File: config.mk
export PLATFORM = sky130hd
export DESIGN_NAME = parity_lane
export DESIGN_NICKNAME = d
export VERILOG_FILES = /design/src/rtl/parity_chk_pkg.sv /design/src/rtl/parity_lane.sv
export SDC_FILE = /design/constraint.sdc
export NUM_CORES = 1
export LEC_CHECK = 0
export ABC_CLOCK_PERIOD_IN_PS = 1930
export BUFFER_PORTS_ARGS = -buffer_cell sky130_fd_sc_hd__buf_2
export CORE_AREA = 10 10 47 49
export CTS_BUF_LIST = sky130_fd_sc_hd__clkbuf_4
export DETAILED_ROUTE_END_ITERATION = 10
export DIE_AREA = 0 0 57 59
export PLACE_DENSITY = 0.7
export SLEW_MARGIN = 0
export SYNTH_ARGS = -nofsm -noshare
export SYNTH_HDL_FRONTEND = slang
export SYNTH_SLANG_ARGS = --single-unit
File: constraint.sdc
create_clock -name clk -period 1.93 [get_ports clk]
set_clock_uncertainty 0.15 [all_clocks]
set_input_delay 0.386 -clock clk [delete_from_list [all_inputs] [get_ports clk]]
set_output_delay 0.386 -clock clk [all_outputs]
set_load 0.03 [all_outputs]
File: src/rtl/parity_chk_pkg.sv
// Shared types and helpers for the multi-lane parity stream checker.
package parity_chk_pkg;

    typedef enum logic [1:0] {
        S_OK    = 2'd0,
        S_WARN  = 2'd1,
        S_ALARM = 2'd2
    } state_t;

    // Lane data is zero-extended to 64 bits; the extra zeros leave the XOR unchanged.
    function automatic logic lane_parity_err(input logic [63:0] data,
                                             input logic        par,
                                             input logic        odd);
        return ((^data) ^ par) != odd;
    endfunction

    function automatic logic [31:0] cnt_max(input int unsigned w);
        return (32'd1 << w) - 32'd1;
    endfunction

endpackage

File: src/rtl/parity_lane.sv
// One lane: parity error compute (with optional inversion) and saturating error counter.
module parity_lane
    import parity_chk_pkg::*;
#(
    parameter int DATA_W = 8,
    parameter int CNT_W  = 8
) (
    input  logic              clk,
    input  logic              rst,
    input  logic [DATA_W-1:0] i_data,
    input  logic              i_par,
    input  logic              i_odd,
    input  logic              i_inj,
    input  logic              i_acc,
    input  logic              i_clr,
    output logic              o_err,
    output logic [CNT_W-1:0]  o_cnt
);

    localparam logic [CNT_W-1:0] CNT_MAX = CNT_W'(cnt_max(CNT_W));

    logic             w_err;
    logic [CNT_W-1:0] r_cnt;

    assign w_err = lane_parity_err(64'(i_data), i_par, i_odd) ^ i_inj;
    assign o_err = w_err;
    assign o_cnt = r_cnt;

    // clr takes priority over a same-cycle error beat
    always_ff @(posedge clk) begin
        if (rst || i_clr) begin
            r_cnt <= '0;
        end else if (i_acc && w_err && (r_cnt != CNT_MAX)) begin
            r_cnt <= r_cnt + 1'b1;
        end
    end

endmodule

==> flow_summary_export.csv <==
group,metric,value,unit
status,violations,"setup timing",
route,wl_met3,103,um
synthesis,synth_top_family_by_area,"compound AO/OA/AOI/OAI gates",
global_routing,grt_pass1_wl,2.28,mm
setup_path,path_class,"in -> out",
hold_path,hp-class,"in -> reg",
floorplanning,die_h,59,um
global_routing,grt_overflow,0,
synthesis,synth_edf_count,0,
floorplanning,row_count,14,
route,m1WireLength,533,um
route,routed_wl,1.28,mm
synthesis,netlist_instances,56,
power,ir_drop,410,uV
place,place_area,669,um^2
setup_path,cp_data_arrival_time,1.54,ns
route,first_pass_iters,4,
place,dp.final_hpwl,1.02,mm
synthesis,async_flop_share,0,%
synthesis,synthSimpleGateAreaFrac,20.2,%
synthesis,ys_top_cells_by_area,"dfxtp_1 (32%), a21oi_1 (6.9%), xnor2_1 (6.9%)",
place,portBuffers,23,
synthesis,synth_flop_cell,"dfxtp_1",
synthesis,avgSynthCellArea,9.05,um^2
route,wl_per_cell,12.7,um
synthesis,syn_area,507,um^2
power,power_density,840,nW/um^2
clocking,cts_root_buf,"clkbuf_4",
clocking,cts_tree,"done",
floorplanning,dieArea,3360,um^2
route,dr_wl_met2,643,um
floorplanning,core,1400,um^2
synthesis,ys_warn_count,0,
floorplanning,start_util,36.2,%
sta,tightest_slew,0.550,ns
synthesis,muxShareOfSynthArea,0,%
clocking,numCtsBuffers,3,
clocking,cts_sinks,8,
sta,hold_viol_final,0,
final_layout,final_area,743,um^2
sta,timing.final.crit_share,108,%
global_routing,grt_usage,8.20,%
synthesis,seq_area_frac_synth,31.6,%
route,top_layer,"met3",
synthesis,synth_compound_area_share,21.5,%
synthesis,ys_top_cells_by_count,"dfxtp_1 (8), a21oi_1 (7), o31ai_1 (4), or4_1 (4), xnor2_1 (4)",
clocking,htree_num_levels,1,
synthesis,yosysMostFrequentCell,"dfxtp_1",
floorplanning,pin_count,24,
sta,setup_viol,7,
route,ant_nets,0,
sta,max_slew_margin,63.1,%
synthesis,synth-xor-area-share,21.0,%
route,drc,0,
final_layout,largest_reg_flops,8,
synthesis,synth_area_leader_cell,"dfxtp_1",
setup_path,critical_path.most_common_cell,"buf_6",
setup_path,critPathMaxStageDelay,0.36,ns
setup_path,path_max_fanout,2,
global_routing,grt_antenna_before_repair,0,
final_layout,drive_gt1_share,43.5,%
floorplanning,fp.dieW,57,um
setup_path,cp_slowest_cell,"xnor3_1",
sta,layout_min_cycle_time,2.08,ns
synthesis,synth.top_cell.area_share,31.6,%
global_routing,grt_max_degree,13,
final_layout,antenna_cells,0,
sta,fin_tns_setup,-0.578,ns
synthesis,ys_types,26,
clocking,clock_latency,0.24,ns
clocking,cts.clk_slew.worst_paths,0.05,ns
global_routing,grt_pass1_vias,526,
final_layout,area_growth,46.7,%
place,globalplace.congestion,0.767,
route,vias,529,
synthesis,yosys_register_bits,8,
power,p_leak,0.312,nW
synthesis,syn-num-nets,72,
status,status,"finished with violations",
sta,setup_ws,-0.145,ns
setup_path,crit_chain,"buf_6, xnor3_1, xnor3_2, xnor2_4, inv_4, buf_6",
clocking,clock_path_buffers,2,
setup_path,critPathCaptureType,"primary output",
sta,maxSlewViolCount,0,
setup_path,crit_required,1.39,ns
setup_path,cp-start-kind,"input pin",
sta,max_freq,482,MHz
route,viasPerCell,5.24,
sta,grt_setup_unrepaired,"yes",
synthesis,synthAdderAreaFrac,2.47,%
final_layout,nets,103,
run,cap_violations,0,
route,drt_iter0_drc,6,
-- layout make-up --
type	count	area, um^2
Fill cell	144	658
Multi-Input combinational cell	44	349
Timing Repair Buffer	28	181
Sequential cell	8	160
Clock buffer	3	22.5
Tap cell	16	20.0
Inverter	2	10.0
-- cell usage in the layout, fill, tap and decap left out --
cell type	count
a21oi_1	5
inv_4	1
xnor2_4	1
a21oi_2	2
xnor3_2	1
o31ai_1	4
buf_4	4
and2_1	1
buf_6	5
or4_1	4
o21a_1	2
nand3_1	3
or2_2	1
nand2_1	1
clkbuf_4	3
o21ai_1	3
dfxtp_1	8
nor2_1	1
buf_2	19
o31a_1	1
xnor2_1	4
nor4_1	1
or3_1	2
ha_1	1
nand4_1	3
xnor3_1	1
xor2_1	1
inv_1	1
o21ai_0	1
-- where the power goes --
| part | internal, mW | switching [mW] |
|---|---|---|
| registers | 0.168 | 0.00291 |
| clock network | 0.0706 | 0.0483 |
| logic | 0.179 | 0.155 |
-- worst max-delay path, delay by kind of cell --
family / cells / cell delay (ns)
xor+xnor: 3 / 0.89
buf+inv: 3 / 0.27
-- repair_timing --
| action | in CTS | in global routing |
|---|---|---|
| buffers inserted | 1 | 1 |
| setup endpoints to repair | 5 | 9 |
| resized for setup | 4 | 5 |
| hold buffers | 0 | 0 |
| pin swaps | 2 | 1 |
| endpoints found under the hold margin | 0 | 0 |
-- cell families after synthesis --
kind of cell,after synthesis
AO/OA/AOI/OAI,18
AND/OR/NAND/NOR,17
XOR/XNOR,8
flip-flops,8
buffers and inverters,4
adder cells (fa/ha/maj),1
-- metal layers --
layer	global-route usage (%)	vias up
met2	13.2	14
li1	-	273
met1	9.35	242
met5	0	-
met3	4.94	0
met4	1.01	0
-- worst paths after layout --
| check | to | cells past startpoint | slack [ns] | startpoint |
|---|---|---|---|---|
| setup / recovery | o_err | 6 | -0.15 | i_data[3] |
| hold / removal | o_cnt[6] | 3 | 0.24 | rst |
| hold reg to reg | o_cnt[7] | 2 | 0.37 | o_cnt[7] |
| setup reg to reg | o_cnt[5] | 6 | 0.07 | o_cnt[0] |
-- stage by stage --
step | hold slack, ns | std cells | util (%) | worst slack, ns | total power [mW]
2_1_floorplan | 0.388 | 56 | - | -0.0570 | 0.364
3_3_place_gp | 0.336 | 96 | 47.8 | -0.287 | 0.429
3_5_place_dp | 0.358 | 96 | 47.8 | -0.309 | 0.433
4_1_cts | 0.232 | 100 | 51.2 | -0.139 | 0.596
5_1_grt | 0.248 | 101 | 53.0 | -0.179 | 0.667
6_report | 0.239 | 101 | 53.0 | -0.145 | 0.624
No activity file was read; power rests on OpenSTA's default activity.
